[src/rtl/mux_pkg.sv]
// Shared constants and FSM state type for the 8:1 TDM multiplexer.
package mux_pkg;

   localparam int CH_N  = 8;
   localparam int SEL_W = 3;

   typedef enum logic {
      EMPTY = 1'b0,
      FULL  = 1'b1
   } mux_state_e;

endpackage

[src/rtl/rr_pick_8.sv]
// Channel selector: one-hot grant, index and any-flag from req and ptr.
// MUX_SKIP_IDLE_EN selects work-conserving round robin; default is fixed TDM slot.
module rr_pick_8
   import mux_pkg::*;
(
   input  logic [CH_N-1:0]  req,
   input  logic [SEL_W-1:0] ptr,
   output logic [CH_N-1:0]  grant,
   output logic [SEL_W-1:0] idx,
   output logic             any
);

`ifdef MUX_SKIP_IDLE_EN
   logic [SEL_W-1:0] cand;

   // First requester found scanning upward from ptr, wrapping 7 -> 0.
   always_comb begin
      grant = '0;
      idx   = ptr;
      any   = 1'b0;
      cand  = '0;
      for (int unsigned i = 0; i < CH_N; i++) begin
         cand = ptr + SEL_W'(i);
         if (!any && req[cand]) begin
            any   = 1'b1;
            idx   = cand;
            grant = CH_N'(1) << cand;
         end
      end
   end
`else
   assign any   = req[ptr];
   assign idx   = ptr;
   assign grant = any ? (CH_N'(1) << ptr) : '0;
`endif

endmodule

[src/rtl/mux_8x1_tdm.sv]
// 8:1 time-division multiplexer with one-word output register and source index.
// Build option MUX_SKIP_IDLE_EN: skip idle slots (round robin) instead of fixed TDM.
module mux_8x1_tdm
   import mux_pkg::*;
#(
   parameter int DATA_W = 1
) (
   input  logic                   clk,
   input  logic                   rst_n,
   input  logic [CH_N-1:0]        req,
   input  logic [CH_N*DATA_W-1:0] d,
   output logic [CH_N-1:0]        ack,
   output logic [DATA_W-1:0]      y,
   output logic [SEL_W-1:0]       s,
   output logic                   y_valid,
   input  logic                   out_ready
);

   mux_state_e       state;
   logic [SEL_W-1:0] ptr;
   logic [CH_N-1:0]  pick_grant;
   logic [SEL_W-1:0] pick_idx;
   logic             pick_any;
   logic             loadable;
   logic [DATA_W-1:0] pick_data;

   rr_pick_8 u_pick (
      .req   (req),
      .ptr   (ptr),
      .grant (pick_grant),
      .idx   (pick_idx),
      .any   (pick_any)
   );

   assign loadable = (state == EMPTY) || out_ready;
   assign ack      = (rst_n && loadable) ? pick_grant : '0;

   always_comb begin
      pick_data = '0;
      for (int unsigned k = 0; k < CH_N; k++) begin
         if (pick_idx == SEL_W'(k)) pick_data = d[k*DATA_W +: DATA_W];
      end
   end

   always_ff @(posedge clk) begin
      if (!rst_n) begin
         state   <= EMPTY;
         y_valid <= 1'b0;
         y       <= '0;
         s       <= '0;
         ptr     <= '0;
      end else if (loadable) begin
         if (pick_any) begin
            state   <= FULL;
            y_valid <= 1'b1;
            y       <= pick_data;
            s       <= pick_idx;
         end else begin
            state   <= EMPTY;
            y_valid <= 1'b0;
         end
`ifdef MUX_SKIP_IDLE_EN
         if (pick_any) ptr <= pick_idx + SEL_W'(1);
`else
         // Slot pointer moves on every loadable cycle, granted or not.
         ptr <= ptr + SEL_W'(1);
`endif
      end
   end

endmodule

[config.mk]
export PLATFORM = sky130hd
export DESIGN_NAME = mux_8x1_tdm
export DESIGN_NICKNAME = d
export VERILOG_FILES = /design/src/rtl/mux_pkg.sv /design/src/rtl/rr_pick_8.sv /design/src/rtl/mux_8x1_tdm.sv
export SDC_FILE = /design/constraint.sdc
export NUM_CORES = 1
export LEC_CHECK = 0
export BUFFER_PORTS_ARGS = -buffer_cell sky130_fd_sc_hd__buf_2
export CORE_MARGIN = 3
export CORE_UTILIZATION = 43
export DETAILED_ROUTE_END_ITERATION = 6
export MAX_ROUTING_LAYER = met4
export PLACE_DENSITY = 0.84
export SYNTH_ARGS = -nofsm -noshare
export SYNTH_HDL_FRONTEND = slang
export SYNTH_SLANG_ARGS = --single-unit
[constraint.sdc]
create_clock -name clk -period 1.8 [get_ports clk]
set_clock_uncertainty 0.05 [all_clocks]
set_input_delay 0.18 -clock clk [delete_from_list [all_inputs] [get_ports clk]]
set_output_delay 0.18 -clock clk [all_outputs]
set_load 0.02 [all_outputs]
* After elaboration in Yosys (flattened, before gate mapping) *
Index checks and enable logic that the tools add are counted.

cells by class
  add/sub/neg operators = 1
  order comparisons = 1
  equal/unequal tests = 7
  shifts and indexed selects = 1
  multiplexer cells = 13
  bitwise logic cells = 1
  reductions and logical operators = 4

operator list
  kind                                                                   number
  8-bit two-way mux                                                      2
  3-bit == test (second input constant)                                  4
  1-bit two-way mux                                                      10
  1-bit by 3-bit << shifter with 8-bit output (first input constant)     1
  3-bit by 2-bit == test with 1-bit output (second input constant)       2
  3-bit by 4-bit < comparator with 1-bit output (second input constant)  1
  3-bit by 1-bit adder with 3-bit output (second input constant)         1
  1-bit binary-select mux with 3-bit select                              1
  3-bit by 1-bit == test with 1-bit output (second input constant)       1
  3-bit zero test                                                        1
  2-bit AND reduction                                                    1
  1-bit logical AND                                                      1
  1-bit logical OR                                                       1
  1-bit NOT                                                              1

storage, ports and cells
  register bits = 8
  input port bits = 19
  output and inout port bits = 13
  logic and storage cells = 32

* Longest topological paths before layout *
Gate-level depths: netlist of run 1.

  word-level depth = 9
  gate-level depth with buffers = 6
  mapped depth without buffers = 6

* Hierarchy *
Synthesis of run 1 repeated with hierarchy kept, for this count alone.

second synthesis, totals
  cell total of the unflattened synthesis = 75
  area total of the unflattened synthesis = 600.6 um2

by module, submodules not included
  module       instances  cells each  area an instance (um2)  sequential area each (um2)
  mux_8x1_tdm  1          49          429.2                   160.2
  rr_pick_8    1          26          171.4                   0.0

* Least setup slack after synthesis of run 1 *
Ideal clock, no wire load.

  path type = reg2out
  start point = reg ptr[0]
  end point = out ack[3]
  arrival time = 1480 ps
  required time = 1570 ps
  setup slack = 90 ps
  cell stages (with the launch flop) = 5
  cells stage by stage = dfxtp_1 mux4_2 mux2i_4 nor2_1 and2_1

between the ends
  cells in the longest elaborated chain, start to end = 4

ends and longest elaborated chain
  item                                       line               RTL
  start, declared                            mux_8x1_tdm.sv:20  logic [SEL_W-1:0] ptr;
  start signal, assigned                     mux_8x1_tdm.sv:66  ptr <= ptr + SEL_W'(1);
  1-bit binary-select mux with 3-bit select  rr_pick_8.sv:32    assign any = req[ptr];
  1-bit two-way mux (not written as such)    rr_pick_8.sv:32
  8-bit two-way mux *                        rr_pick_8.sv:34    assign grant = any ? (CH_N'(1) << ptr) : '0;
  8-bit two-way mux *                        mux_8x1_tdm.sv:36  assign ack = (rst_n && loadable) ? pick_grant : '0;
  end, declared                              mux_8x1_tdm.sv:12  output logic [CH_N-1:0] ack,

Mark *: on every way between the ends. The rest lies on a longest branch, timed or not. The select of a mux whose other input is x is not followed.

* Final worst setup path of run 1 *
  start point = reg ptr[0]
  end point = out ack[7]

The elaborated chain is that of the path after synthesis.

==> run_results.csv, run 1 <==
group,metric,value,unit
global_routing,track_usage,19.0,%
pwr,vdd_ir_drop_max,426,uV
timing,worstMarginPinSlew,0.308,ns
pwr,power_frac_comb,48.9,%
placed_design,hpwl,1.30,mm
synth,ys_dominant_reg_cell,"dfxtp_1",
cells_and_area,nNetsFinal,141,
pwr,netSwitchingFraction,36.9,%
synth,synth_top_cell_by_area,"dfxtp_1",
clocking,htreeDepth,1,
global_routing,grt.overflow.total,0,
worst_setup_path,endpoint_kind,"output port",
detailed_routing,viasPerCell,5.29,
clocking,clk_latency,0.25,ns
detailed_routing,num_vias,683,
clocking,cts_tree,"built",
min_path,hold_class,"input port to flop",
cells_and_area,area_growth,51.5,%
clocking,cts.sinks,8,
detailed_routing,wire_per_inst,13.6,um
synth,synth_area_leaders,"dfxtp_1 (26%), ha_1 (12%), mux4_2 (7.3%)",
timing,hold_viol,0,
synth,yosysWarnings,0,
synth,syn-num-nets,99,
worst_setup_path,path_buf_inv,1,
global_routing,grt_pass1_wl,2.67,mm
synth,synth_commonest_cells,"nand2_1 (10), dfxtp_1 (8), ha_1 (6), inv_1 (6), nor2_1 (6)",
clocking,holdBufCountCts,0,
timing,rsz0062_at_grt,"yes",
floorplan,fp.dieW,44.0,um
synth,synth.most_common_cell,"nand2_1",
timing,setup_violations,5,
cells_and_area,final_cells,129,
pwr,seq_power_share,31.7,%
floorplan,fp.dieH,44.0,um
placed_design,place_congestion,0.901,
status,violations,"setup timing",
floorplan,row_count,13,
worst_setup_path,cp.arrival,1.72,ns
worst_setup_path,slowest_delay,0.54,ns
detailed_routing,drcViolationCount,0,
detailed_routing,drtIter0Drc,14,
timing,slew_headroom,79.4,%
cells_and_area,final_area,938,um^2
pwr,power_density,766,nW/um^2
worst_setup_path,cp-start-kind,"flop",
worst_setup_path,crit_required,1.57,ns
clocking,clock-root-buffer,"clkbuf_4",
status,status,"complete, but fails checks",
timing,max_freq,0.513,GHz
timing,hold_slack,0.210,ns
floorplan,core_area,1330,um^2
job,maxCapViolations,0,
synth,synth_edf_count,0,
clocking,clk_pin_slew,0.05,ns
pwr,clkPwrFrac,19.4,%
floorplan,initial_utilization,46.4,%
timing,period_share,108,%
placed_design,dpl_cell_area,831,um^2
pwr,power.switching,0.265,mW
pwr,power_leakage,0.465,nW
timing,slew_viol_final,0,
synth,netlist_area,619,um^2
detailed_routing,ant_nets,0,
worst_setup_path,crit_slowest_cell,"mux4_2",
floorplan,die-area,1930,um^2
global_routing,grt_start_max_net_pins,14,
synth,ys_async_sr_fraction,0,%
clocking,cts_buffers,3,
worst_setup_path,crit_family,"multiplexers",
placed_design,place_inst,124,
synth,yosysSeqAreaShare,25.9,%
synth,ys_ff_latch,8,
synth,syn_avg_cell_area,8.37,um^2
worst_setup_path,worstPathMaxFanout,5,
synth,syn_inst,74,
timing,min_period,1.95,ns
pwr,p_int,0.453,mW
timing,layout_setup_ws,-0.150,ns
detailed_routing,dr.pass1.iters,4,
cells_and_area,antenna_cells,0,
placed_design,io_buffers,31,
clocking,clk_path_buf_depth,2,
global_routing,grt_pass1_vias,650,
floorplan,io_pins,32,
synth,ys_types,28,
global_routing,antenna_found_initial,0,
detailed_routing,routed_wl,1.75,mm
worst_setup_path,path_cells,"mux4_2, mux2i_4, nor2_2, and2_1, buf_6",
worst_setup_path,worst-setup-path-type,"flop to output port",
cells_and_area,layout-drive-gt1-share,49.1,%
synth,synth_top_area_share,25.9,%
## cells by family after synthesis
kind of cell | Yosys count | synth area share [%]
adder cells (fa/ha/maj) | 6 | 12.1
buffers and inverters | 8 | 4.85
multiplexers | 5 | 14.1
AND/OR/NAND/NOR | 32 | 26.3
flip-flops | 8 | 25.9
AO/OA/AOI/OAI | 15 | 16.8
## per-stage QoR
stage               worst slack [ns]  TNS [ns]  total power [mW]  util [%]
floorplan                     0.0897         0             0.425         -
global placement              0.0812         0             0.526      62.3
detailed placement           0.00399         0             0.536      62.3
CTS                           -0.126    -0.530             0.695      66.6
global route                  -0.195    -0.785             0.765      70.4
finish                        -0.150    -0.449             0.718      70.4
## worst reg2reg max path: stages, from the launching register on
cell     delay (ns)
dfxtp_4        0.37
mux4_2         0.54
mux2i_4        0.19
buf_4          0.14
buf_4          0.13
nor2_2         0.06
mux2i_1        0.13
## cells in the final DEF, fill, tap and decap left out, drive strengths merged
cell type / netlist / routed
buf: 0 / 39
dfxtp: 8 / 8
and2: 5 / 5
a211oi: 1 / 1
a31oi: 2 / 2
o21a: 1 / 1
nor2: 7 / 7
nand2b: 2 / 2
a21boi: 2 / 2
nor3b: 2 / 2
o41ai: 1 / 1
clkbuf: 2 / 3
mux2i: 3 / 3
o211a: 1 / 1
nand4: 1 / 1
nand2: 10 / 10
inv: 6 / 6
o31ai: 2 / 2
nand3b: 1 / 1
o21ai: 3 / 3
nor2b: 3 / 3
a21oi: 1 / 1
nand3: 1 / 1
ha: 6 / 6
mux4: 2 / 2
o211ai: 1 / 1
## flip-flops by register name (all words and copies together) (netlist names)
register,count
state,1
y,1
ptr,3
s,3
## timing repair
action	in CTS	in global routing
buffers inserted	2	0
endpoints found under the hold margin	0	0
resized for setup	8	14
pin swaps	1	4
endpoints found under the setup margin	9	9
## path summary, 6_finish.rpt
path	depth (start not counted)	slack, ns	startpoint	endpoint
setup reg to reg	6	0.08	ptr[0]$_SDFFE_PN0N_	s[1]$_SDFFE_PN0P_
hold reg to reg	2	0.41	s[2]$_SDFFE_PN0P_	s[2]$_SDFFE_PN0P_
hold / removal	4	0.21	out_ready	ptr[1]$_SDFFE_PN0N_
setup / recovery	5	-0.15	ptr[0]$_SDFFE_PN0N_	ack[7]
## metal layers
layer	part of all wire, %	up-vias	GRT usage [%]
li1	-	337	-
met1	39	317	19.5
met2	53	23	32.8
met3	5.6	6	3.73
met4	2.3	0	11.4
met5	0	-	-
## layout make-up
type                    count  area, um^2
multi-input cells          58         463
flip-flops and latches      8         165
clock buffers               3        22.5
well taps                  15        18.8
fillers                   114         395
inverters                   6        22.5
repair buffers             39         246
## power by group through the flow
stage	clock network, mW	logic (mW)	registers, mW
after floorplan	0	0.174	0.251
after global placement	0	0.298	0.228
after detailed placement	0	0.306	0.230
after CTS	0.146	0.321	0.228
after global routing	0.149	0.384	0.233
final	0.139	0.351	0.228
Power figures use the tool's default switching activity.
==> run 2: changes to the inputs <==
CELL_PAD_IN_SITES_DETAIL_PLACEMENT = 1   (was default)
CELL_PAD_IN_SITES_GLOBAL_PLACEMENT = 1   (was default)
CORE_UTILIZATION = 30   (was 43)
PLACE_DENSITY = 0.83   (was 0.84)
SKIP_CTS_REPAIR_TIMING = 1   (was default)
==> run_results.csv, run 2 (synthesized netlist as in run 1, its figures left out) <==
group,metric,value,unit
timing,rsz0062_at_grt,"yes",
cells_and_area,regArea,165,um^2
cells_and_area,fillers,251,
min_path,hold_end,"ptr[0]$_SDFFE_PN0N_",
timing,worstMarginPinSlew,0.320,ns
worst_setup_path,worstSetupStartpoint,"ptr[0]$_SDFFE_PN0N_",
worst_setup_path,worstPathMaxFanout,4,
floorplan,initial_utilization,33.7,%
placed_design,place_congestion,0.809,
worst_setup_path,r2r-end,"y$_SDFFE_PN0P_",
cells_and_area,multiInputGateArea,477,um^2
pwr,power_leakage,0.459,nW
worst_setup_path,worst-setup-path-type,"flop to output port",
min_path,hold_class,"input port to flop",
min_path,hold_depth,2,
global_routing,track_usage,15.2,%
status,status,"complete, but fails checks",
worst_setup_path,r2r_cells,7,
global_routing,antenna_found_initial,0,
pwr,vdd_ir_drop_max,533,uV
floorplan,fp.dieW,51.4,um
floorplan,core_area,1840,um^2
cells_and_area,final_common_cell,"buf_2",
global_routing,use_met1,17.4,%
worst_setup_path,cp.arrival,1.66,ns
global_routing,grt.overflow.total,0,
status,violations,"setup timing",
global_routing,busiest_layer,"met2",
cells_and_area,nNetsFinal,142,
cells_and_area,area_growth,53.9,%
detailed_routing,num_vias,690,
clocking,htreeDepth,1,
job,maxCapViolations,0,
worst_setup_path,ff2ff_setup_slack,0.08,ns
global_routing,grt.met2_usage,26.5,%
floorplan,io_pins,32,
detailed_routing,viasPerCell,4.93,
detailed_routing,routed_wl,1.85,mm
clocking,cts.sinks,8,
detailed_routing,dr.pass1.iters,4,
cells_and_area,reg_top3,"ptr x3, s x3",
timing,max_freq,0.529,GHz
cells_and_area,layout-drive-gt1-share,49.6,%
worst_setup_path,cp-start-kind,"flop",
clocking,clk_pin_slew,0.05,ns
floorplan,fp.dieH,51.4,um
worst_setup_path,crit_required,1.57,ns
detailed_routing,drtIter0Drc,8,
detailed_routing,drcViolationCount,0,
timing,layout_setup_ws,-0.0902,ns
detailed_routing,ant_nets,0,
clocking,cts_tree,"built",
timing,min_period,1.89,ns
cells_and_area,antenna_cells,0,
timing,hold_slack,0.211,ns
global_routing,grt_pass1_vias,684,
timing,slew_viol_final,0,
worst_setup_path,endpoint_kind,"output port",
floorplan,row_count,15,
timing,setup_violations,5,
pwr,power_density,742,nW/um^2
timing,hold_viol,0,
worst_setup_path,r2r_start,"ptr[0]$_SDFFE_PN0N_",
detailed_routing,wire_per_inst,13.2,um
timing,slew_headroom,78.6,%
min_path,min-delay-start,"rst_n",
global_routing,grt_start_max_net_pins,14,
timing,period_share,105,%
clocking,cts_buffers,3,
placed_design,io_buffers,31,
global_routing,grtUsageMet3,1.75,%
clocking,clock-root-buffer,"clkbuf_4",
placed_design,hpwl,1.53,mm
clocking,clk_latency,0.25,ns
floorplan,die-area,2650,um^2
placed_design,pre_cts_slack,-0.0263,ns
clocking,clk_path_buf_depth,2,
global_routing,grt_pass1_wl,2.93,mm
cells_and_area,final_cell_mix,"buf_2 (29), nand2_1 (10), buf_4 (9), inv_1 (6), dfxtp_1 (6)",
[run 2: changes by cell type in the layout (fill, tap and decap cells not counted), sizes merged]
cell / previous run / this run
buf: 39 / 40
[run 2: worst max path at each step]
stage                           endpoint  slack, ns  cells after the start
final                             ack[1]      -0.09                      4
after global routing              ack[7]      -0.16                      5
after CTS                         ack[7]      -0.29                      5
after detailed placement  y$_SDFFE_PN0P_      -0.03                      6
after global placement            ack[3]       0.04                      5
after floorplan                   ack[3]       0.09                      4
[run 2: critical path, stage by stage, from the launching register on]
cell and delay (ns):
dfxtp_4 0.37, mux4_2 0.53, nor3b_2 0.20, and2_1 0.16, buf_2 0.15
[run 2: routing by layer]
layer / part of all wire [%] / routed length [um] / up-vias
li1: - / - / 341
met1: 42 / 778 / 314
met2: 49 / 897 / 32
met3: 8.1 / 149 / 3
met4: 1.3 / 24 / 0
met5: 0 / 0 / -
[run 2: final cells by class]
| type | instances | share of cell area [%] |
|---|---|---|
| Sequential cell | 8 | 17.3 |
| Timing Repair Buffer | 40 | 24.7 |
| Multi-Input combinational cell | 58 | 50.0 |
| Inverter | 6 | 2.36 |
| Clock buffer | 3 | 2.36 |
| Tap cell | 25 | 3.28 |
[run 2: power breakdown]
part           total (mW)  switching (mW)  internal (mW)  leakage [nW]
Combinational       0.342           0.176          0.165         0.379
Clock               0.136          0.0598         0.0762        0.0138
Sequential          0.229          0.0238          0.205        0.0667
Total               0.707           0.260          0.447         0.459
[run 2: metrics by stage]
stage | TNS [ns] | power (mW) | cell area [um^2] | utilization, % | std cells
floorplan | 0 | 0.425 | 619 | - | 74
detailed placement | -0.0492 | 0.541 | 843 | 45.9 | 134
CTS | -1.89 | 0.680 | 866 | 47.1 | 137
finish | -0.433 | 0.707 | 953 | 51.8 | 140
global placement | 0 | 0.528 | 843 | 45.9 | 134
global route | -0.997 | 0.761 | 953 | 51.8 | 140
